===== config.mk =====
export PLATFORM = sky130hd
export DESIGN_NAME = neighbor_mem_sequencer
export DESIGN_NICKNAME = d
export VERILOG_FILES = /design/src/rtl/neighbor_seq_pkg.sv /design/src/rtl/neighbor_addr_gen.sv /design/src/rtl/neighbor_mem_sequencer.sv
export SDC_FILE = /design/constraint.sdc
export NUM_CORES = 1
export LEC_CHECK = 0
export CAP_MARGIN = 5
export CORE_UTILIZATION = 49
export DETAILED_ROUTE_END_ITERATION = 16
export HOLD_SLACK_MARGIN = 0.05
export PLACE_DENSITY_LB_ADDON = 0.25
export SLEW_MARGIN = 20
export SYNTH_ARGS = -nofsm -noshare
export SYNTH_HDL_FRONTEND = slang
export SYNTH_SLANG_ARGS = --single-unit

===== constraint.sdc =====
create_clock -name clk -period 2.95 [get_ports clk]
set_input_delay 0.59 -clock clk [delete_from_list [all_inputs] [get_ports clk]]
set_output_delay 0.59 -clock clk [all_outputs]
set_load 0.005 [all_outputs]

===== src/rtl/neighbor_seq_pkg.sv =====
// Shared types and constants for the neighbour-address memory sequencer.
// Build option: define NEIGHBOR_CLAMP_EN to saturate edge addresses instead of wrapping.
package neighbor_seq_pkg;

  localparam int LANES      = 3;
  localparam int SEQ_DATA_W = 18;

  // Signed address offset of each lane relative to the centre address A.
  localparam int LANE_OFFSET [LANES] = '{-1, 0, 1};

  typedef enum logic [2:0] {
    IDLE,
    ACC0,
    ACC1,
    ACC2,
    DONE
  } seq_state_t;

  typedef logic [LANES-1:0][SEQ_DATA_W-1:0] lane_vec_t;

endpackage


===== src/rtl/neighbor_addr_gen.sv =====
// Combinational lane address generator: centre address plus lane offset.
// Build option: NEIGHBOR_CLAMP_EN saturates at the memory edges and flags the
// clamped lane; otherwise addresses wrap modulo 2^ADDR_W.
module neighbor_addr_gen
  import neighbor_seq_pkg::*;
#(
  parameter int ADDR_W = 10
) (
  input  logic [ADDR_W-1:0] centre_addr,
  input  logic [1:0]        lane_idx,
  output logic [ADDR_W-1:0] lane_addr,
  output logic              clamped
);

  localparam logic [ADDR_W-1:0] ADDR_MAX = '1;

  // Apply the lane offset, then saturate the edge lanes when clamping is built in.
  always_comb begin
    lane_addr = centre_addr;
    clamped   = 1'b0;
    case (lane_idx)
      2'd0:    lane_addr = centre_addr + ADDR_W'(LANE_OFFSET[0]);
      2'd2:    lane_addr = centre_addr + ADDR_W'(LANE_OFFSET[2]);
      default: lane_addr = centre_addr;
    endcase
`ifdef NEIGHBOR_CLAMP_EN
    if ((lane_idx == 2'd0) && (centre_addr == '0)) begin
      lane_addr = '0;
      clamped   = 1'b1;
    end
    if ((lane_idx == 2'd2) && (centre_addr == ADDR_MAX)) begin
      lane_addr = ADDR_MAX;
      clamped   = 1'b1;
    end
`endif
  end

endmodule


===== src/rtl/neighbor_mem_sequencer.sv =====
// Serialises a 3-lane neighbour vector load/store (A-1, A, A+1) onto one
// single-port RAM with 1-cycle read latency, stalling the pipeline meanwhile.
// Build option: NEIGHBOR_CLAMP_EN (edge clamping, handled in neighbor_addr_gen).
module neighbor_mem_sequencer
  import neighbor_seq_pkg::*;
#(
  parameter int ADDR_W = 10,
  parameter int DATA_W = 18
) (
  input  logic                  clk,
  input  logic                  rst,
  input  logic                  req_valid,
  input  logic                  req_we,
  input  logic [ADDR_W-1:0]     req_addr,
  input  logic [3*DATA_W-1:0]   req_wdata,
  output logic                  stall,
  output logic [3*DATA_W-1:0]   rdata,
  output logic                  rdata_valid,
  output logic [ADDR_W-1:0]     mem_addr,
  output logic                  mem_we,
  output logic [DATA_W-1:0]     mem_wdata,
  input  logic [DATA_W-1:0]     mem_rdata
);

  seq_state_t                     state_q, state_d;
  logic                           we_q, we_d;
  logic [ADDR_W-1:0]              addr_q, addr_d;
  logic [LANES-1:0][DATA_W-1:0]   wdata_q, wdata_d;
  logic [1:0][DATA_W-1:0]         cap_q, cap_d;
  logic [LANES-1:0][DATA_W-1:0]   rdata_q, rdata_d;

  logic [1:0]                     lane_idx;
  logic [ADDR_W-1:0]              lane_addr;
  logic                           lane_clamped;

  // Which lane the current access state is serving.
  always_comb begin
    case (state_q)
      ACC1:    lane_idx = 2'd1;
      ACC2:    lane_idx = 2'd2;
      default: lane_idx = 2'd0;
    endcase
  end

  neighbor_addr_gen #(
    .ADDR_W (ADDR_W)
  ) u_addr_gen (
    .centre_addr (addr_q),
    .lane_idx    (lane_idx),
    .lane_addr   (lane_addr),
    .clamped     (lane_clamped)
  );

  // Next-state, request latching, load capture and RAM port drive.
  // Lanes 0/1 are parked in cap_q so the visible rdata only changes once the
  // whole vector is in; lane 2 is bypassed straight from the RAM in DONE.
  always_comb begin
    state_d     = state_q;
    we_d        = we_q;
    addr_d      = addr_q;
    wdata_d     = wdata_q;
    cap_d       = cap_q;
    rdata_d     = rdata_q;
    stall       = 1'b0;
    rdata_valid = 1'b0;
    mem_addr    = '0;
    mem_we      = 1'b0;
    mem_wdata   = '0;
    rdata       = rdata_q;

    case (state_q)
      IDLE: begin
        if (req_valid) begin
          stall   = 1'b1;
          we_d    = req_we;
          addr_d  = req_addr;
          wdata_d = req_wdata;
          state_d = ACC0;
        end
      end
      ACC0, ACC1, ACC2: begin
        stall    = 1'b1;
        mem_addr = lane_addr;
        mem_we   = we_q & ~lane_clamped;
        if (we_q) begin
          mem_wdata = wdata_q[lane_idx];
        end
        if (!we_q && (state_q == ACC1)) begin
          cap_d[0] = mem_rdata;
        end
        if (!we_q && (state_q == ACC2)) begin
          cap_d[1] = mem_rdata;
        end
        case (state_q)
          ACC0:    state_d = ACC1;
          ACC1:    state_d = ACC2;
          default: state_d = DONE;
        endcase
      end
      DONE: begin
        if (!we_q) begin
          rdata_d     = {mem_rdata, cap_q[1], cap_q[0]};
          rdata       = rdata_d;
          rdata_valid = 1'b1;
        end
        state_d = IDLE;
      end
      default: state_d = IDLE;
    endcase
  end

  // State and datapath registers with synchronous reset.
  always_ff @(posedge clk) begin
    if (rst) begin
      state_q <= IDLE;
      we_q    <= 1'b0;
      addr_q  <= '0;
      wdata_q <= '0;
      cap_q   <= '0;
      rdata_q <= '0;
    end else begin
      state_q <= state_d;
      we_q    <= we_d;
      addr_q  <= addr_d;
      wdata_q <= wdata_d;
      cap_q   <= cap_d;
      rdata_q <= rdata_d;
    end
  end

endmodule


==> out/metrics.yaml, run 1 <==
route:
  drc: 0
  drt-initial-drc-count: 402
  vias: 6014
  routedWlPerCell_um: 15.0
  via_per_inst: 5.22
  first_pass_iters: 5
  drtAntennaViolNets: 0
  wl_um: 17300
timing:
  drv_slew: 0
  setup_ws_ps: -510
  finClkSkew_ps: 5.48
  setup_violations: 59
  max_slew_margin: 0.412
  fin_crit_sh: 1.17
  grt_setup_unrepaired: "true"
  tightest_slew_ps: 882
  max_freq_mhz: 289
  min_period_ps: 3460
  hold_viol_final: 0
critical_path:
  cpMaxStageDelayCell: "or4b_1"
  slowest_delay_ps: 510
  crit_path_start_kind: "register"
  crit_type: "register to output port"
  required_ps: 2360
  crit_path_cell_trace: "and3b_4 -> clkinvlp_4 -> ha_4 -> buf_6 -> and4_1 -> a21o_1 -> a31oi_2 -> or4b_1 -> nand4_1 -> buf_2"
  cp_max_fo: 6
  arrival_ps: 2870
  endpoint_kind: "output port"
global_routing:
  grtUsageTotal: 0.247
  grt_max_degree: 60
  antenna_found_initial: 0
  first_global_vias: 5757
  grt_pass1_wl_um: 27600
  grt-ovfl-total: 0
placed_design:
  dp_slack_ps: -275
  io_buffers: 170
  placed_area_mm2: 0.00875
  dpl.hpwl_um: 10700
  place_congestion: 0.875
floorplanning:
  die-area_mm2: 0.0141
  fp.dieW_um: 119
  coreArea_mm2: 0.0133
  start_util: 0.503
  ioPinCount: 171
  rows: 42
  fp.dieH_um: 119
clock_tree:
  numClockSinks: 158
  cts_buffers: 17
  clockBufferDepth: 2
  cts-root-buf: "clkbuf_16"
  cts_hold_buf: 0
  tritoncts: "built"
  clk_pin_slew_ps: 60
  htree_levels: 4
  worstSkewPairLatency_ps: 420
synth:
  synth_edf_count: 0
  synth-compound-area-share: 0.124
  yosysWarnings: 0
  synth.distinct_cells: 42
  synth_xor_area_frac: 0.00786
  synth-adder-area-share: 0.0131
  synth_seq_cells: 158
  yosys.area_share.simple: 0.226
  async_flop_share: 0
  muxShareOfSynthArea: 0.119
  avgSynthCellArea_um2: 8.49
  synth_seq_area_share: 0.473
  syn_nets: 881
  ys.flop_type: "dfxtp_1"
  synth_top_family_by_area: "simple AND/OR/NAND/NOR gates"
  synth_cells: 788
  synth_area_mm2: 0.00669
power_and_ir_drop:
  leakage_nw: 3.73
  p_per_area_mw_per_mm2: 584
  total_power_mw: 5.63
  ir_drop_uv: 381
layout:
  design_area_mm2: 0.00964
  final_util: 0.725
  synthToLayoutAreaGrowth_pct: 44.1
  num_antenna_cells: 0
  nets: 1057
  drive_above_1_share: 0.173
job:
  max-cap-violations: 0
hold_path:
  min_path_type: "register to register"
status:
  status: "complete, but fails checks"
  violations: "setup timing"
path summary, 6_finish.rpt:
check,startpoint,endpoint,slack (ps),cells after the start
max reg2reg,state_q[2]$_SDFFE_PP0P_,cap_q[3]$_SDFFE_PP0P_,950,6
min reg2reg,cap_q[11]$_SDFFE_PP0P_,cap_q[11]$_SDFFE_PP0P_,450,2
max,state_q[2]$_SDFFE_PP0P_,mem_addr[9],-510,10
min,cap_q[11]$_SDFFE_PP0P_,cap_q[11]$_SDFFE_PP0P_,450,2
where the power goes:
part / switching (mW) / internal (mW)
logic: 0.465 / 0.445
clock network: 0.878 / 1.55
registers: 0.0600 / 2.23
total: 1.40 / 4.23
per-layer routing:
layer  up-vias  GRT usage  wire [um]
met5         -          0          0
li1       2986          -          -
met4         0      0.114        497
met1      2816      0.285       7260
met3        39     0.0733       1020
met2       173      0.420       8550
synthesized netlist by cell type (all sizes together) (2+ instances only):
master,instances,area share
nand2,211,0.12
dfxtp,158,0.47
a21oi,111,0.083
nor2b,56,0.052
mux2,54,0.091
clkbuf,45,0.025
nor2,35,0.020
a211oi,19,0.023
mux2i,19,0.028
buf,15,0.011
ha,7,0.013
nor3,7,0.0052
a21o,5,0.0056
nand3b,4,0.0045
o21ai,4,0.0030
xor2,4,0.0052
a31oi,3,0.0028
nand2b,3,0.0028
and2,2,0.0019
and3b,2,0.0032
and4,2,0.0026
inv,2,0.0011
nor3b,2,0.0022
nor4b,2,0.0026
xnor2,2,0.0026
state kept, by name, indices dropped and copies added (netlist names):
register,cells
rdata_q,54
wdata_q,54
cap_q,36
addr_q,10
state_q,3
we_q,1
metrics by stage:
step	setup TNS, ps	hold slack [ps]	std cells
after floorplan	0	433	788
after global placement	-618	441	1111
after detailed placement	-772	445	1111
after CTS	-9000	455	1148
after global routing	-12480	465	1153
final	-5560	452	1153
kinds of logic (layout without fill, tap and decap cells):
group | after synthesis | in the layout
AND/OR/NAND/NOR | 335 | 335
flip-flops | 158 | 158
AO/OA/AOI/OAI | 147 | 147
multiplexers | 73 | 73
buffers and inverters | 62 | 251
adder cells (fa/ha/maj) | 7 | 7
XOR/XNOR | 6 | 6
layout make-up:
class / instances / area, um^2
Timing Repair Buffer: 217 / 2110
Tap cell: 176 / 220
Inverter: 2 / 11.3
Multi-Input combinational cell: 568 / 3470
Clock buffer: 19 / 453
Fill cell: 1000 / 3650
Sequential cell: 158 / 3170
Clock inverter: 13 / 209
worst max-delay path, delay by kind of cell, from the launching register on:
family / cells / cell delay (ps)
buf+inv: 3 / 430
flops: 1 / 310
fa+ha+maj: 1 / 350
simple gates: 4 / 1080
compound gates: 2 / 270
what timing repair did:
action,CTS,global route
resized for setup,69,20
pin swaps,16,18
setup buffers,4,7
setup endpoints to repair,80,62
cloned,1,0
placed cells by master (no fill, tap or decap), types with 2 or more instances in the layout:
cell             count
a211oi_1            16
a211oi_2             2
a21o_1               5
a21oi_1            109
a31oi_1              2
and2_1               2
and4_1               2
buf_12               8
buf_2                8
buf_4               35
buf_6                4
bufinv_16            5
clkbuf_16           17
clkbuf_8             2
clkdlybuf4s50_1    142
clkinv_2             3
clkinvlp_4           3
dfxtp_1            155
dfxtp_2              3
dlygate4sd2_1       19
ha_4                 6
mux2_2              54
mux2i_1             19
nand2_1            211
nand2b_1             3
nand3b_1             4
nor2_1              34
nor2b_1             56
nor3_1               5
nor3_4               2
nor3b_1              2
xor2_1               4
(Power assumes the default switching activity.)
==> run 2: changes to the inputs <==
--- a/config.mk
+++ b/config.mk
@@ -9,7 +9,7 @@
 export CORE_UTILIZATION = 49
 export DETAILED_ROUTE_END_ITERATION = 16
 export HOLD_SLACK_MARGIN = 0.05
-export PLACE_DENSITY_LB_ADDON = 0.25
+export PLACE_DENSITY = 0.85
 export SLEW_MARGIN = 20
 export SYNTH_ARGS = -nofsm -noshare
 export SYNTH_HDL_FRONTEND = slang
==> constraint.sdc (replaced) <==
create_clock -name clk -period 2.95 [get_ports clk]
set_input_delay 0.885 -clock clk [delete_from_list [all_inputs] [get_ports clk]]
set_output_delay 0.885 -clock clk [all_outputs]
set_load 0.005 [all_outputs]
==> run 2 against run 1 <==
  * The flow still finishes with violations (setup timing)
  * Die area stayed put
  * Fmax shrank 9.4%
  * Via count increased by 23%
  * Core utilization rose by 11 points
  * Routed wire length increased by 57%
  * Clock power down 3%
  * Power increased by 3.9%
  * Sequential power is essentially flat
  * Design area increased by 15%
  * Critical path type unchanged
  * Critical endpoint unchanged
==> out/metrics.yaml, run 2 (synthesized netlist as in run 1, its figures left out) <==
critical_path:
  rr_worst_depth: 11
  arrival_ps: 2930
  crit_type: "register to output port"
  path_buf_inv: 2
  crit_path_start_kind: "register"
  cpMaxStageDelayCell: "or4b_4"
  required_ps: 2070
  endpoint_kind: "output port"
  crit_path_cell_trace: "and3b_4 -> clkinvlp_4 -> ha_4 -> and4_1 -> a211o_1 -> a21o_1 -> a31oi_4 -> or4b_4 -> nand4_1 -> buf_2"
  slowest_delay_ps: 500
  cp_max_fo: 5
  critical_path.top_delay_family: "simple AND/OR/NAND/NOR gates"
  path_depth: 10
power_and_ir_drop:
  ir_drop_uv: 547
  p_per_area_mw_per_mm2: 526
  leakage_nw: 4.55
clock_tree:
  numClockSinks: 158
  cts_buffers: 17
  worstSkewPairLatency_ps: 430
  clk_pin_slew_ps: 60
  htree_levels: 4
  clockBufferDepth: 2
  tritoncts: "built"
  cts-root-buf: "clkbuf_16"
timing:
  hold_viol_final: 0
  max_freq_mhz: 262
  grt_setup_unrepaired: "true"
  tightest_slew_ps: 872
  setup_ws_ps: -868
  min_period_ps: 3820
  drv_slew: 0
  fin_crit_sh: 1.29
  max_slew_margin: 0.419
  setup_violations: 82
  finClkSkew_ps: 8.77
floorplanning:
  coreArea_mm2: 0.0133
  die-area_mm2: 0.0141
  rows: 42
  ioPinCount: 171
  fp.dieH_um: 119
  fp.dieW_um: 119
  start_util: 0.503
layout:
  drive_above_1_share: 0.346
  final_util: 0.836
  num_antenna_cells: 0
  nets: 1166
  layout_common_cells: "211 x nand2_1, 156 x dfxtp_1, 109 x buf_6, 108 x a21oi_1, 84 x clkdlybuf4s50_1"
  synthToLayoutAreaGrowth_pct: 66.2
  final_common_cell: "nand2_1"
  design_area_mm2: 0.0111
  top_regs: "rdata_q: 54 flops, wdata_q: 54 flops, cap_q: 36 flops"
global_routing:
  grt-ovfl-total: 0
  antenna_found_initial: 0
  grtUsageMet3: 0.0709
  first_global_vias: 7150
  grtUsageTotal: 0.350
  grt_pass1_wl_um: 38200
  use_met1: 0.408
  grt.busiest_layer: "met2"
  met2_usage: 0.596
  grt_max_degree: 62
route:
  routedWlPerCell_um: 21.6
  drtAntennaViolNets: 0
  first_pass_iters: 8
  drt-initial-drc-count: 848
  vias: 7394
  via_per_inst: 5.86
  wl_um: 27200
  drc: 0
hold_path:
  min_path_type: "register to register"
  holdPathStages: 2
placed_design:
  dp_slack_ps: -597
  io_buffers: 170
  place_congestion: 0.847
  placed_area_mm2: 0.00898
  dpl.hpwl_um: 12500
job:
  max-cap-violations: 0
status:
  status: "complete, but fails checks"
  violations: "setup timing"
## run 2: cell count changes in the layout (fill, tap and decap cells not counted), sizes merged, moves of 2 or more
cell / previous run / this run
buf: 55 / 233
clkdlybuf4s50: 142 / 84
dlygate4sd2: 19 / 1
clkbuf: 19 / 24
inv: 3 / 1
## run 2: worst reg2reg max path: cells and delay by family, from the launching register on
family / cells / cell delay, ps
buf+inv: 7 / 820
flops: 1 / 340
simple gates: 3 / 990
compound gates: 1 / 250
## run 2: cell type report
type | count | area [um^2]
multi-input combinational | 568 | 3800
timing repair buffer | 326 | 3280
sequential | 158 | 3170
fill | 622 | 2180
clock buffer | 20 | 467
tap | 176 | 220
clock inverter | 11 | 164
inverter | 2 | 11.3
## run 2: per-stage QoR
step | setup TNS (ps) | instances | power, mW | hold WS, ps
2_1_floorplan | -168 | 788 | 2.79 | 433
3_3_place_gp | -13690 | 1140 | 3.19 | 441
3_5_place_dp | -14030 | 1140 | 3.20 | 447
4_1_cts | -21540 | 1234 | 5.66 | 456
5_1_grt | -29300 | 1261 | 6.02 | 472
6_report | -25620 | 1261 | 5.85 | 457
## run 2: power breakdown
part / switching, mW / internal [mW] / total, mW
sequential: 0.0718 / 2.23 / 2.30
clock: 0.891 / 1.47 / 2.36
combinational: 0.606 / 0.573 / 1.18
total: 1.57 / 4.28 / 5.85
## run 2: worst paths after layout
path	slack [ps]	to	from
max	-870	mem_addr[9]	state_q[2]$_SDFFE_PP0P_
min	460	wdata_q[25]$_SDFFE_PP0P_	wdata_q[25]$_SDFFE_PP0P_
max reg2reg	450	cap_q[9]$_SDFFE_PP0P_	state_q[0]$_SDFFE_PP0P_
min reg2reg	460	wdata_q[25]$_SDFFE_PP0P_	wdata_q[25]$_SDFFE_PP0P_
## run 2: layer usage
metal	vias up	wire length (um)
li1	3198	-
met1	3541	10500
met3	148	1940
met4	0	1760
met5	-	0
met2	507	13000
## run 2: what timing repair did
| item | 4_1_cts | 5_1_grt |
|---|---|---|
| pin swaps | 13 | 11 |
| hold buffers | 0 | 0 |
| endpoints found under the setup margin | 85 | 84 |
| resized for setup | 524 | 64 |
| endpoints found under the hold margin | 0 | 0 |
| cloned | 4 | 2 |
| buffers inserted | 59 | 43 |
